[src/rtl/frame_draw_pkg.sv]
// Purpose: shared screen geometry, widths and sweep FSM encoding for the frame draw scheduler.
// Latency: n/a (constants and types only).
// Backpressure: n/a.
package frame_draw_pkg;

  localparam int X_SCREEN_PIXELS = 160;
  localparam int Y_SCREEN_PIXELS = 120;
  localparam int FRAME_WORDS     = X_SCREEN_PIXELS * Y_SCREEN_PIXELS;
  localparam int ADDR_W          = 15;
  localparam int COLOUR_W        = 3;

  typedef enum logic [1:0] {
    S_IDLE  = 2'd0,
    S_SWEEP = 2'd1,
    S_FLUSH = 2'd2,
    S_DONE  = 2'd3
  } state_t;

endpackage

[src/rtl/frame_draw_scheduler_rr_arbiter.sv]
// Purpose: combinational round-robin pick among NUM_REQ requests, search starting at the pointer.
// Latency: zero cycles; the pointer register lives in the parent.
// Backpressure: none; o_valid is low when disabled or when no request is pending.
module rr_arbiter #(
  parameter int NUM_REQ = 4,
  parameter int PW      = 2
) (
  input  logic [NUM_REQ-1:0] i_req,
  input  logic [PW-1:0]      i_pointer,
  input  logic               i_enable,
  output logic [NUM_REQ-1:0] o_grant,
  output logic [PW-1:0]      o_winner,
  output logic               o_valid
);

  logic [NUM_REQ-1:0] w_rot;

  // Rotate the requests so bit 0 is the source the pointer names, then take the first set bit.
  always_comb begin
    w_rot    = NUM_REQ'({i_req, i_req} >> i_pointer);
    o_winner = '0;
    o_valid  = 1'b0;
    for (int j = 0; j < NUM_REQ; j++) begin
      if (i_enable && !o_valid && w_rot[j]) begin
        o_valid  = 1'b1;
        o_winner = PW'((int'(i_pointer) + j) % NUM_REQ);
      end
    end
    o_grant = o_valid ? (NUM_REQ'(1) << o_winner) : '0;
  end

endmodule

[src/rtl/frame_draw_scheduler.sv]
// Purpose: round-robin share of one full-screen pixel sweep among NUM_REQ ROM image sources.
// Latency: pixel at address a is plotted ROM_LATENCY cycles after rom_address shows a.
// Backpressure: none; requests are only sampled in idle. FRAME_SCHED_TRANSPARENT_EN makes black pixels transparent.
module frame_draw_scheduler #(
  parameter int NUM_REQ         = 4,
  parameter int X_SCREEN_PIXELS = frame_draw_pkg::X_SCREEN_PIXELS,
  parameter int Y_SCREEN_PIXELS = frame_draw_pkg::Y_SCREEN_PIXELS,
  parameter int ROM_LATENCY     = 1
) (
  input  logic                 clock,
  input  logic                 reset,
  input  logic [NUM_REQ-1:0]   req,
  output logic [NUM_REQ-1:0]   grant,
  output logic                 busy,
  output logic [14:0]          rom_address,
  input  logic [3*NUM_REQ-1:0] rom_q,
  output logic [7:0]           x_counter,
  output logic [6:0]           y_counter,
  output logic [2:0]           colour,
  output logic                 oPlot,
  output logic                 oDone
);

  import frame_draw_pkg::*;

  localparam int                PW         = (NUM_REQ > 1) ? $clog2(NUM_REQ) : 1;
  localparam logic [ADDR_W-1:0] LAST_ADDR  = ADDR_W'(X_SCREEN_PIXELS * Y_SCREEN_PIXELS - 1);
  localparam logic [7:0]        LAST_X     = 8'(X_SCREEN_PIXELS - 1);
  localparam logic [6:0]        LAST_Y     = 7'(Y_SCREEN_PIXELS - 1);
  localparam logic [1:0]        LAST_FLUSH = 2'(ROM_LATENCY - 1);

  state_t              r_state;
  logic [PW-1:0]       r_ptr;
  logic [ADDR_W-1:0]   r_addr;
  logic [7:0]          r_x;
  logic [6:0]          r_y;
  logic [1:0]          r_flush_cnt;
  logic [NUM_REQ-1:0]  r_grant;
  logic                r_busy;
  logic                r_done;
  logic                r_vld_pipe [ROM_LATENCY];
  logic [7:0]          r_x_pipe   [ROM_LATENCY];
  logic [6:0]          r_y_pipe   [ROM_LATENCY];

  logic [NUM_REQ-1:0]  w_arb_grant;
  logic [PW-1:0]       w_arb_idx;
  logic                w_arb_vld;
  logic [COLOUR_W-1:0] w_q_sel;
  logic                w_pix_vld;

  rr_arbiter #(
    .NUM_REQ (NUM_REQ),
    .PW      (PW)
  ) u_arb (
    .i_req     (req),
    .i_pointer (r_ptr),
    .i_enable  (r_state == S_IDLE),
    .o_grant   (w_arb_grant),
    .o_winner  (w_arb_idx),
    .o_valid   (w_arb_vld)
  );

  // Sweep FSM: arbitrate in idle, walk the frame address, drain the ROM latency, flag completion.
  always_ff @(posedge clock) begin
    if (reset) begin
      r_state     <= S_IDLE;
      r_ptr       <= '0;
      r_addr      <= '0;
      r_x         <= '0;
      r_y         <= '0;
      r_flush_cnt <= '0;
      r_grant     <= '0;
      r_busy      <= 1'b0;
      r_done      <= 1'b0;
    end else begin
      case (r_state)
        S_IDLE: begin
          if (w_arb_vld) begin
            r_grant <= w_arb_grant;
            r_ptr   <= (w_arb_idx == PW'(NUM_REQ - 1)) ? '0 : w_arb_idx + 1'b1;
            r_busy  <= 1'b1;
            r_done  <= 1'b0;
            r_addr  <= '0;
            r_x     <= '0;
            r_y     <= '0;
            r_state <= S_SWEEP;
          end
        end
        S_SWEEP: begin
          if (r_addr == LAST_ADDR) begin
            // Address stays parked on the last word while the pipeline drains.
            r_flush_cnt <= '0;
            r_state     <= S_FLUSH;
          end else begin
            r_addr <= r_addr + 1'b1;
            if (r_x == LAST_X) begin
              r_x <= '0;
              r_y <= (r_y == LAST_Y) ? '0 : r_y + 1'b1;
            end else begin
              r_x <= r_x + 1'b1;
            end
          end
        end
        S_FLUSH: begin
          if (r_flush_cnt == LAST_FLUSH) begin
            r_grant <= '0;
            r_busy  <= 1'b0;
            r_done  <= 1'b1;
            r_state <= S_DONE;
          end else begin
            r_flush_cnt <= r_flush_cnt + 1'b1;
          end
        end
        S_DONE: begin
          r_state <= S_IDLE;
        end
        default: begin
          r_state <= S_IDLE;
        end
      endcase
    end
  end

  // Delay x/y and the issue strobe by the ROM read latency so they line up with rom_q.
  always_ff @(posedge clock) begin
    if (reset) begin
      for (int i = 0; i < ROM_LATENCY; i++) begin
        r_vld_pipe[i] <= 1'b0;
        r_x_pipe[i]   <= '0;
        r_y_pipe[i]   <= '0;
      end
    end else begin
      r_vld_pipe[0] <= (r_state == S_SWEEP);
      r_x_pipe[0]   <= r_x;
      r_y_pipe[0]   <= r_y;
      for (int i = 1; i < ROM_LATENCY; i++) begin
        r_vld_pipe[i] <= r_vld_pipe[i-1];
        r_x_pipe[i]   <= r_x_pipe[i-1];
        r_y_pipe[i]   <= r_y_pipe[i-1];
      end
    end
  end

  // Select the granted source's ROM word; grant is one-hot so an AND-OR mux suffices.
  always_comb begin
    w_q_sel = '0;
    for (int i = 0; i < NUM_REQ; i++) begin
      w_q_sel = w_q_sel | (rom_q[i*COLOUR_W +: COLOUR_W] & {COLOUR_W{r_grant[i]}});
    end
  end

  assign w_pix_vld   = r_vld_pipe[ROM_LATENCY-1];
  assign grant       = r_grant;
  assign busy        = r_busy;
  assign oDone       = r_done;
  assign rom_address = r_addr;
  assign x_counter   = r_x_pipe[ROM_LATENCY-1];
  assign y_counter   = r_y_pipe[ROM_LATENCY-1];
  assign colour      = w_pix_vld ? w_q_sel : '0;

`ifdef FRAME_SCHED_TRANSPARENT_EN
  // Black is the transparent key: the slot is still consumed but nothing is written.
  assign oPlot = w_pix_vld && (w_q_sel != '0);
`else
  assign oPlot = w_pix_vld;
`endif

endmodule

[config.mk]
export PLATFORM = sky130hd
export DESIGN_NAME = frame_draw_scheduler
export DESIGN_NICKNAME = d
export VERILOG_FILES = /design/src/rtl/frame_draw_pkg.sv /design/src/rtl/frame_draw_scheduler_rr_arbiter.sv /design/src/rtl/frame_draw_scheduler.sv
export SDC_FILE = /design/constraint.sdc
export NUM_CORES = 1
export LEC_CHECK = 0
export CORE_MARGIN = 10
export CORE_UTILIZATION = 35
export DETAILED_ROUTE_END_ITERATION = 16
export GPL_TIMING_DRIVEN = 0
export MAX_ROUTING_LAYER = met4
export PLACE_DENSITY_LB_ADDON = 0.1
export SYNTH_ARGS = -nofsm -noshare
export SYNTH_HDL_FRONTEND = slang
export SYNTH_SLANG_ARGS = --single-unit
[constraint.sdc]
create_clock -name clock -period 2.2 [get_ports clock]
set_input_delay 0.33 -clock clock [delete_from_list [all_inputs] [get_ports clock]]
set_output_delay 0.33 -clock clock [all_outputs]
set_load 0.01 [all_outputs]
== Yosys cells after proc, flatten, opt, wreduce, memory -nomap -nowiden ==
Memory sizes are Yosys's and may differ from the RTL's.
Index checks and enable logic that the tools add are counted.

* Memories: 3
* Input bits: 18
* Bits in registers: 42
* RAM bits: 16

{| class="wikitable"
|+ Memories
! memory !! depth !! bits a word !! read ports !! clocked after memory_dff !! wr ports !! RTL line !! source
|-
| r_x_pipe || 1 || 8 || 1 || 0 || 1 || frame_draw_scheduler.sv:42 || <nowiki>logic [7:0] r_x_pipe [ROM_LATENCY];</nowiki>
|-
| r_y_pipe || 1 || 7 || 1 || 0 || 1 || frame_draw_scheduler.sv:43 || <nowiki>logic [6:0] r_y_pipe [ROM_LATENCY];</nowiki>
|-
| r_vld_pipe || 1 || 1 || 1 || 0 || 1 || frame_draw_scheduler.sv:41 || <nowiki>logic r_vld_pipe [ROM_LATENCY];</nowiki>
|}

* Add/subtract/negate cells: 8
* Shift-type cells: 2
* Bitwise logic cells: 7
* Equal/unequal tests: 13
* Reduce and logical (&&, ||, !) cells: 24
* Mux-type cells: 47

{| class="wikitable"
|+ Operator list
! cell !! count
|-
| 7-bit two-way mux || 5
|-
| 8-bit two-way mux || 4
|-
| 15-bit two-way mux || 2
|-
| 15-bit case mux with 2 select lines || 1
|-
| 2-bit two-way mux || 10
|-
| 8-bit case mux with 2 select lines || 1
|-
| 15-bit by 1-bit adder with 15-bit output, second input constant || 1
|-
| 15-bit == test, second input constant || 1
|-
| 1-bit two-way mux || 15
|-
| 7-bit case mux with 2 select lines || 1
|-
| 3-bit bitwise AND || 4
|-
| 2-bit != test, second input constant || 6
|-
| 3-bit AND reduction || 4
|-
| 3-bit bitwise OR || 3
|-
| 8-bit by 1-bit adder with 8-bit output, second input constant || 1
|-
| 8-bit == test, second input constant || 1
|-
| 4-bit two-way mux || 2
|-
| 2-bit case mux with 4 select lines || 1
|-
| 4-bit case mux with 2 select lines || 1
|-
| 8-bit OR reduction || 1
|-
| 8-bit by 2-bit right shift with 4-bit output || 1
|-
| 7-bit by 1-bit adder with 7-bit output, second input constant || 1
|-
| 7-bit == test, second input constant || 1
|-
| 1-bit logical AND || 7
|-
| 15 further kinds || 26
|}

== Logic depth before layout (Yosys ltp) ==
Gate-level depths: netlist of the first run.

* Depth after elaboration: 18
* Gate-level depth with buffers: 11
* Depth with buffers taken out: 10

== Hierarchy ==
From an unflattened synthesis of the first run, not the netlist that was laid out.

* Cells, all modules: 325
* Area total of the unflattened synthesis: 2824.0 µm²

{| class="wikitable"
|+ By module, submodules not included
! module !! area an instance (µm²) !! cells each !! instances !! seq. area each (µm²)
|-
| frame_draw_scheduler || 2665.1 || 300 || 1 || 1161.1
|-
| rr_arbiter || 158.9 || 25 || 1 || 0.0
|}

== Worst setup path before layout of the first run ==
Ideal clock, no wire load.

* Kind: register -> register
* Start point: register r_addr[10], in the netlist rom_address[10]
* End point: register r_y[1]
* Buffers on the path: 2
* Stages on the path, launching flop included: 8
* Data required time: 2086 ps
* Setup slack: -64 ps
* Arrival time: 2150 ps
* Period minus slack after synthesis: 2264 ps
* Path through: dfxtp_1 > or4b_4 > or4_4 > buf_6 > and3_4 > buf_6 > and3_4 > a21o_1

* Word-level cells in the longest chain between the ends: 3

{| class="wikitable"
|+ RTL lines
! what !! RTL line !! source
|-
| from (decl) || frame_draw_scheduler.sv:34 || <nowiki>logic [ADDR_W-1:0] r_addr;</nowiki>
|-
| from (signal assigned) || frame_draw_scheduler.sv:95 || <nowiki>r_addr <= r_addr + 1'b1;</nowiki>
|-
| 15-bit == test || frame_draw_scheduler.sv:90 || <nowiki>if (r_addr == LAST_ADDR) begin</nowiki>
|-
| 2-bit != test (no line) || - ||
|-
| 4-bit AND reduction (no line) || - ||
|-
| to (signal assigned) || frame_draw_scheduler.sv:98 || <nowiki>r_y <= (r_y == LAST_Y) ? '0 : r_y + 1'b1;</nowiki>
|-
| to (decl) || frame_draw_scheduler.sv:36 || <nowiki>logic [6:0] r_y;</nowiki>
|}

Every way passes these cells.
A chain may end at the register's enable or synchronous reset.

== Final worst setup path of the first run ==
* Start point: register r_addr[12], in the netlist rom_address[12]
* End point: register r_y[1]

Same word-level chain as after synthesis.

==> results.cfg, run 1 <==
[outcome]
status = complete, but fails checks
violations = setup timing

[worst_setup_path]
required_ps = 2440
critical-path-max-stage-delay_ps = 580
crit_family = simple AND/OR/NAND/NOR gates
critPathLaunchType = flop
worst_ep_arrival_time_ps = 2440
path_cells = or4b_4, or4_4, buf_6, and3_4, buf_6, and3_4, a21o_1
cp-end-kind = flop
setup.worst_path.class = flop to flop
cp_num_buf_inv = 2
path_max_fanout = 9
cp_slowest_cell = or4b_4

[placement]
dpl.hpwl_um = 5260
numPortBuffers = 55
dp_worst_setup_slack_ps = -564
dp.cells = 487
place_congestion = 0.825

[finish]
fill_cells = 772
final_common_cell = clkdlybuf4s50_1
final_util = 0.491
stdcell_count = 505
fin_nets = 427
antenna_cells = 0
final_cell_mix = 55 x clkdlybuf4s50_1, 53 x dfxtp_1, 25 x nor2_1, 25 x nand2_1, 23 x a21oi_1
areaGrowthSynthToFinish_pct = 34.9
drive_gt1_frac = 0.117

[routing]
wl_um = 7310
drtIter0Drc = 127
vias_per_cell = 5.19
num_vias = 2621
ant_nets = 0
wl_per_cell_um = 14.5
drt-pass1-iter-count = 4
drc = 0

[logic_synthesis]
synth-edff-count = 0
synth_nets = 359
synth_cells = 330
synthFlopType = dfxtp_1
yosys_warnings = 0
synthTopCellsByArea = dfxtp_1 41%, ha_1 4.8%, a21oi_1 4.2%
ys_async_sr_fraction = 0
synth_top_area_frac = 0.409
synth_area_mm2 = 0.00284
yosys_register_bits = 58
yosys.area.top_type = dfxtp_1
yosysUniqueCellTypes = 52
syn_area_per_cell_um2 = 8.61
yosysSeqAreaShare = 0.409

[power_and_ir_drop]
leakage_nw = 1.38
powerDensity_mw_per_mm2 = 958
vdd_drop_max_uv = 356

[clock_tree]
clk_latency_ps = 340
postCtsHoldBufs = 0
clk_pin_slew_ps = 70
h-tree-depth = 3
clock-root-buffer = clkbuf_8
cts_tree = built
clockBufferDepth = 2
cts_inserted_buffers = 9
cts.sinks = 58

[die]
core_mm2 = 0.00781
initial_core_util = 0.364
die_w_um = 110
num_rows = 32
die_h_um = 110
io_pins = 58
fp.dieArea_mm2 = 0.0121

[sta]
skew_ps = 7.56
worst_pin_slew_ps = 634
min_period_ps = 2200
period_share = 1.00
setup_violations = 1
timing.fmax_mhz = 454
layout_setup_ws_ps = -2.51
final_max_slew_viol_count = 0
relSlewSlack = 0.573
hold_violations = 0
rsz0062_at_grt = true

[grt]
grt_max_degree = 11
grt_pass1_vias = 2568
track_usage = 0.128
grt_pass1_wl_um = 12100
antenna_found_initial = 0
overflow = 0

[run]
cap_violations = 0

[worst_hold_path]
hold_path.class = flop to flop
## kinds of logic (layout without fill, tap and decap cells)
logic type	count (synthesis)	count (layout)	share of synthesized area
AO/OA/AOI/OAI	85	85	0.194
AND/OR/NAND/NOR	131	131	0.258
XOR/XNOR	11	11	0.0339
flip-flops	58	58	0.409
multiplexers	3	3	0.0106
adder cells (fa/ha/maj)	11	11	0.0485
buffers and inverters	31	104	0.0463
## layer usage
metal / share of wire / track usage / wire (um)
met1: 0.49 / 0.158 / 3570
met2: 0.43 / 0.191 / 3140
met3: 0.071 / 0.0354 / 517
met4: 0.012 / 0.0586 / 87
met5: 0 / - / 0
## cells in the mapped netlist (10+ instances only)
cell type,number
a21oi_1,24
clkbuf_1,12
dfxtp_1,58
ha_1,11
inv_1,15
nand2_1,25
nand3_1,13
nor2_1,25
nor2b_1,16
o21ai_0,17
xnor2_1,10
## final timing paths
check                                      from  endpoint  slack (ps)  cells past startpoint
worst max-delay path            rom_address[12]    r_y[1]          -3                      7
worst min-delay path                     r_x[7]    r_x[7]         470                      1
worst min register to register           r_x[7]    r_x[7]         470                      1
worst max register to register  rom_address[12]    r_y[1]          -3                      7
## registers in the layout, summed over array words and instances (netlist names)
register     cells
rom_address     15
grant            4
r_ptr            2
r_vld_pipe       1
r_x              8
r_x_pipe         8
oDone            1
r_flush_cnt      2
r_y              7
busy             1
r_y_pipe         7
r_state          2
## per-stage QoR
step                      instance area (um2)  power [W]  TNS (ps)  hold slack (ps)
final                                    3830    0.00367     -2.51              473
after global routing                     3830    0.00394     -84.5              498
after CTS                                3780    0.00368         0              479
after detailed placement                 3520    0.00262    -14180              468
after global placement                   3520    0.00262    -14230              467
after floorplan                          2840    0.00220         0              413
## where the power goes
part	internal (W)	switching (W)	total (W)
clock network	0.000583	0.000425	0.00101
registers	0.00116	0.0000895	0.00125
logic	0.000584	0.000831	0.00142
total	0.00232	0.00135	0.00367
## worst reg2reg max path: stages, from the launching register on
cell and delay [ps]:
dfxtp_2 340, or4b_4 580, or4_4 430, buf_6 150
and3_4 160, buf_6 130, and3_4 170, a21o_1 140
## layout make-up
class,count,area [um2],share of cell area
well taps,102,128,0.0333
inverters,15,56.3,0.0147
flip-flops and latches,58,1170,0.305
clock buffers,12,155,0.0405
clock inverters,4,50.0,0.0131
repair buffers,58,573,0.150
multi-input cells,241,1630,0.425
plain buffers,15,75.1,0.0196
## repair_timing
item | in CTS | in global routing
setup buffers | 0 | 3
endpoints found under the hold margin | 0 | 0
pin swaps | 1 | 3
endpoints found under the setup margin | 33 | 33
resized for setup | 9 | 14
Note: power is estimated with default switching activity, not from simulation.
==> inputs of run 2 (changes only) <==
SYNTH_HIERARCHICAL = 1   (was default)
clock period = 2.08 ns   (was 2.2 ns; I/O delays follow)
==> run 2 against run 1 <==
- the run still ends with setup timing left
- routed wire length rose by 13%
- sequential share of layout area fell by 2.0 points
- largest cell class unchanged
- sequential cell count did not move
- fmax fell by 0.93%
- critical path depth fell by 1
- die area fell by 0.46%
- synthesized cell count fell by 1.5%
- hold slack got worse by 8.9 ps
- sequential power rose by 6%
- clock power rose by 16%
- setup slack got worse by 140 ps
==> results.cfg, run 2 <==
[sta]
fin_hold_ws_ps = 464
skew_ps = 10.6
final_max_slew_viol_count = 0
layout_setup_ws_ps = -143
hold_violations = 0
setup_violations = 29
timing.fmax_mhz = 450
period_share = 1.07
worst_pin_slew_ps = 617
rsz0062_at_grt = true
min_period_ps = 2220
relSlewSlack = 0.584

[die]
num_rows = 32
initial_core_util = 0.362
core_mm2 = 0.00781
die_w_um = 110
die_h_um = 110
io_pins = 58
fp.dieArea_mm2 = 0.0121

[finish]
final_cell_mix = 57 x clkdlybuf4s50_1, 53 x dfxtp_1, 36 x nor2_1, 20 x a21oi_1, 17 x nor2b_1
final_util = 0.528
final_common_cell = clkdlybuf4s50_1
largest_register_ffs = 15
fin_nets = 440
antenna_cells = 0
areaGrowthSynthToFinish_pct = 46.0
drive_gt1_frac = 0.229

[power_and_ir_drop]
powerDensity_mw_per_mm2 = 1200
vdd_drop_max_uv = 611
leakage_nw = 1.50

[logic_synthesis]
synth_area_mm2 = 0.00282
yosys_register_bits = 58
synth_top_family_by_area = compound AO/OA/AOI/OAI gates
ys_async_sr_fraction = 0
synthTopCellsByCount = 58 x dfxtp_1, 39 x nor2_1, 23 x a21oi_1
synthFlopType = dfxtp_1
synthTopCellsByArea = dfxtp_1 41%, nor2_1 5.2%, a21oi_1 4.1%
synth_fa_ha_area_frac = 0.0354
synth_top_area_frac = 0.411
yosys.area.top_type = dfxtp_1
synth-edff-count = 0
muxShareOfSynthArea = 0.0111
synth-xor-area-share = 0
yosys.cell_count.top_type = dfxtp_1
synth_nets = 351
syn_area_per_cell_um2 = 8.69
yosys_warnings = 6
synth_compound_area_frac = 0.258
synthSimpleGateAreaFrac = 0.241
synth_cells = 325
yosysUniqueCellTypes = 61
yosysSeqAreaShare = 0.411

[worst_hold_path]
hold_path.class = flop to flop
holdPathEnd = oDone
worstHoldStart = oDone
min_path_cells = 2

[worst_setup_path]
worstRegToRegCells = 6
cp-end-kind = flop
path_max_fanout = 5
required_ps = 2340
timing.rr.end = rom_address[3]
setup.worst_path.class = flop to flop
worst_ep_arrival_time_ps = 2490
regToRegStartpoint = rom_address[10]
critPathLaunchType = flop
regToRegSetupSlack_ps = -140

[placement]
dpl.hpwl_um = 5730
numPortBuffers = 57
place_congestion = 0.798

[grt]
grt_pass1_wl_um = 13300
antenna_found_initial = 0
grt_max_degree = 11
track_usage = 0.142
overflow = 0
grt_pass1_vias = 2719

[clock_tree]
cts.sinks = 58
clk_pin_slew_ps = 70
postCtsHoldBufs = 0
cts_inserted_buffers = 9
clockBufferDepth = 2
clock-root-buffer = clkbuf_8
h-tree-depth = 3
cts_tree = built
clk_latency_ps = 340

[outcome]
status = complete, but fails checks
violations = setup timing

[routing]
num_vias = 2781
drc = 0
wl_um = 8240
drtIter0Drc = 112
ant_nets = 0
vias_per_cell = 5.34
wl_per_cell_um = 15.8
drt-pass1-iter-count = 4

[run]
cap_violations = 0
==> run 2: layout make-up <==
cell class / count / area, um2
Multi-Input combinational cell: 238 / 1720
Clock inverter: 5 / 77.6
Fill cell: 768 / 3680
Clock buffer: 11 / 141
Inverter: 18 / 71.3
Buffer: 11 / 71.3
Timing Repair Buffer: 78 / 747
Tap cell: 102 / 128
Sequential cell: 58 / 1170
==> run 2: worst max path at each step <==
stage,from,endpoint,slack (ps)
final,rom_address[10],rom_address[3],-140
after global routing,rom_address[10],rom_address[3],-220
after CTS,r_state[1],rom_address[5],-90
after detailed placement,req[0],rom_address[5],-610
after global placement,req[0],rom_address[5],-590
after floorplan,rom_address[8],rom_address[13],-3
==> run 2: report_power, final <==
group          switching [W]  total [W]  internal (W)
logic                0.00142    0.00245       0.00103
clock network       0.000466    0.00117      0.000703
registers          0.0000992    0.00132       0.00122
total                0.00198    0.00494       0.00295
==> run 2: layer usage <==
metal  GRT usage  part of all wire
met3      0.0374             0.040
met5           -                 0
met4      0.0446             0.010
met2       0.225              0.49
met1       0.171              0.47
==> run 2: critical path, cell delays in order, from the launching register on <==
cell	delay, ps
dfxtp_4	350
or4b_4	540
or4_4	610
o21ai_4	270
buf_6	180
o21ai_2	60
a21oi_1	140
==> run 2: kinds of logic after synthesis <==
family                   after synthesis
multiplexers                           3
buffers and inverters                 29
adder cells (fa/ha/maj)                8
AND/OR/NAND/NOR                      124
flip-flops                            58
AO/OA/AOI/OAI                        103
==> run 2: repair_timing <==
action | 4_1_cts | 5_1_grt
pin swaps | 11 | 31
resized for setup | 20 | 40
cloned | 1 | 0
endpoints found under the setup margin | 42 | 39
buffers inserted | 12 | 8
==> run 2: through the flow <==
step	cell area [um2]	cells	power, W	setup WS [ps]	TNS (ps)
2_1_floorplan	2850	325	0.00262	-2.61	-2.61
3_3_place_gp	3550	484	0.00316	-586	-15710
3_5_place_dp	3550	484	0.00317	-608	-16570
4_1_cts	3930	513	0.00463	-85.9	-191
5_1_grt	4120	521	0.00523	-221	-4810
6_report	4120	521	0.00494	-143	-2500
==> inputs of run 3 (changes only) <==
clock period = 2.6 ns   (was 2.08 ns; I/O delays follow)
==> run 3 against run 2 <==
- the flow now finishes without violations
- setup slack gained 350 ps
- final area shrank 8.1%
- critical path depth is the same
- via count shrank 4.1%
- register-to-register slack gained 350 ps
- core utilization shrank 4.3 points
- final cell count shrank 4.0%
- critical path type unchanged
==> results.cfg, run 3 (same netlist as run 2, synthesis figures left out) <==
[placement]
numPortBuffers = 57
place_congestion = 0.833
dp_worst_setup_slack_ps = -292
dpl.hpwl_um = 5710

[clock_tree]
cts_inserted_buffers = 9
clk_latency_ps = 350
postCtsHoldBufs = 0
clock-root-buffer = clkbuf_8
clockBufferDepth = 2
post_cts_buffers = 0
clk_pin_slew_ps = 70
cts.sinks = 58
cts_tree = built
h-tree-depth = 3

[worst_setup_path]
cp-end-kind = flop
cp_slowest_cell = or4_4
path_cells = ha_1, nand4_1, or4_4, o211ai_4, nor2_2, a32o_1
crit_start = rom_address[0]
regToRegStartpoint = rom_address[0]
setup.worst_path.class = flop to flop
path_max_fanout = 6
critPathLaunchType = flop
worst_ep_arrival_time_ps = 2640
required_ps = 2840
critical-path-max-stage-delay_ps = 680

[sta]
period_share = 0.922
rsz0062_at_grt = false
fin_setup_tns_ps = 0
timing.fmax_mhz = 417
relSlewSlack = 0.564
worst_pin_slew_ps = 654
layout_setup_ws_ps = 203
hold_violations = 0
setup_violations = 0
skew_ps = 8.48
min_period_ps = 2400
final_max_slew_viol_count = 0

[grt]
grt_pass1_wl_um = 12800
track_usage = 0.140
grt_use_met1 = 0.175
antenna_found_initial = 0
grt_use_met3 = 0.0345
overflow = 0
grt_pass1_vias = 2536
grt_max_degree = 13
met2_usage = 0.197
grt.busiest_layer = met2

[routing]
wl_per_cell_um = 15.8
num_vias = 2666
drc = 0
vias_per_cell = 5.33
ant_nets = 0
drtIter0Drc = 149
drt-pass1-iter-count = 4
wl_um = 7910

[die]
core_mm2 = 0.00781
num_rows = 32
die_w_um = 110
io_pins = 58
fp.dieArea_mm2 = 0.0121
die_h_um = 110
initial_core_util = 0.362

[power_and_ir_drop]
leakage_nw = 1.37
vdd_drop_max_uv = 334
powerDensity_mw_per_mm2 = 918
total_power_w = 0.00348

[finish]
areaGrowthSynthToFinish_pct = 34.2
fill_cells = 788
antenna_cells = 0
final_cell_mix = 58 x dfxtp_1, 57 x clkdlybuf4s50_1, 39 x nor2_1, 23 x a21oi_1
fin_nets = 419
final_common_cell = dfxtp_1
largest_register_ffs = 15
drive_gt1_frac = 0.108

[outcome]
status = completed

[worst_hold_path]
worstHoldStart = oDone
hold_path.class = flop to flop

[run]
cap_violations = 0
[run 3: stage by stage]
step / area (um2) / util / instances / hold WS (ps)
detailed placement: 3520 / 0.451 / 484 / 444
finish: 3790 / 0.485 / 500 / 460
global route: 3790 / 0.485 / 500 / 476
CTS: 3760 / 0.481 / 500 / 459
global placement: 3520 / 0.451 / 484 / 449
floorplan: 2820 / - / 325 / 442
[run 3: worst paths after layout]
| check | cells after the start | slack [ps] | to |
|---|---|---|---|
| worst max-delay path | 6 | 200 | r_y[3] |
| worst min-delay path | 2 | 460 | oDone |
| worst max register to register | 6 | 200 | r_y[3] |
| worst min register to register | 2 | 460 | oDone |
[run 3: critical path: cells and delay by family, from the launching register on]
| kind | cells | cell delay (ps) |
|---|---|---|
| AND/OR/NAND/NOR | 3 | 1080 |
| AO/OA/AOI/OAI | 2 | 540 |
| flip-flops | 1 | 430 |
| adder cells (fa/ha/maj) | 1 | 250 |
[run 3: where the power goes]
| part | leakage [nW] | internal, W | switching, W |
|---|---|---|---|
| logic | 0.788 | 0.000558 | 0.000920 |
| registers | 0.469 | 0.000973 | 0.0000791 |
| clock network | 0.110 | 0.000547 | 0.000404 |
| total | 1.37 | 0.00208 | 0.00140 |
[run 3: layout make-up]
cell class                 instances  area (um2)  area share
buffer                            11        53.8      0.0142
clock buffer                       9         124      0.0327
inverter                          18        67.6      0.0178
clock inverter                     7         103      0.0271
timing repair buffer              57         571       0.151
multi-input combinational        238        1580       0.418
sequential                        58        1160       0.306
tap                              102         128      0.0337
[run 3: layer usage]
metal / vias up / part of all wire
li1: 1338 / -
met1: 1242 / 0.48
met2: 76 / 0.42
met3: 10 / 0.076
met4: 0 / 0.021
met5: - / 0
[run 3: repair_timing]
| item | CTS | global route |
|---|---|---|
| endpoints found under the setup margin | 1 | 8 |
| cloned | 0 | 0 |
| endpoints found under the hold margin | 0 | 0 |
| resized for setup | 2 | 4 |
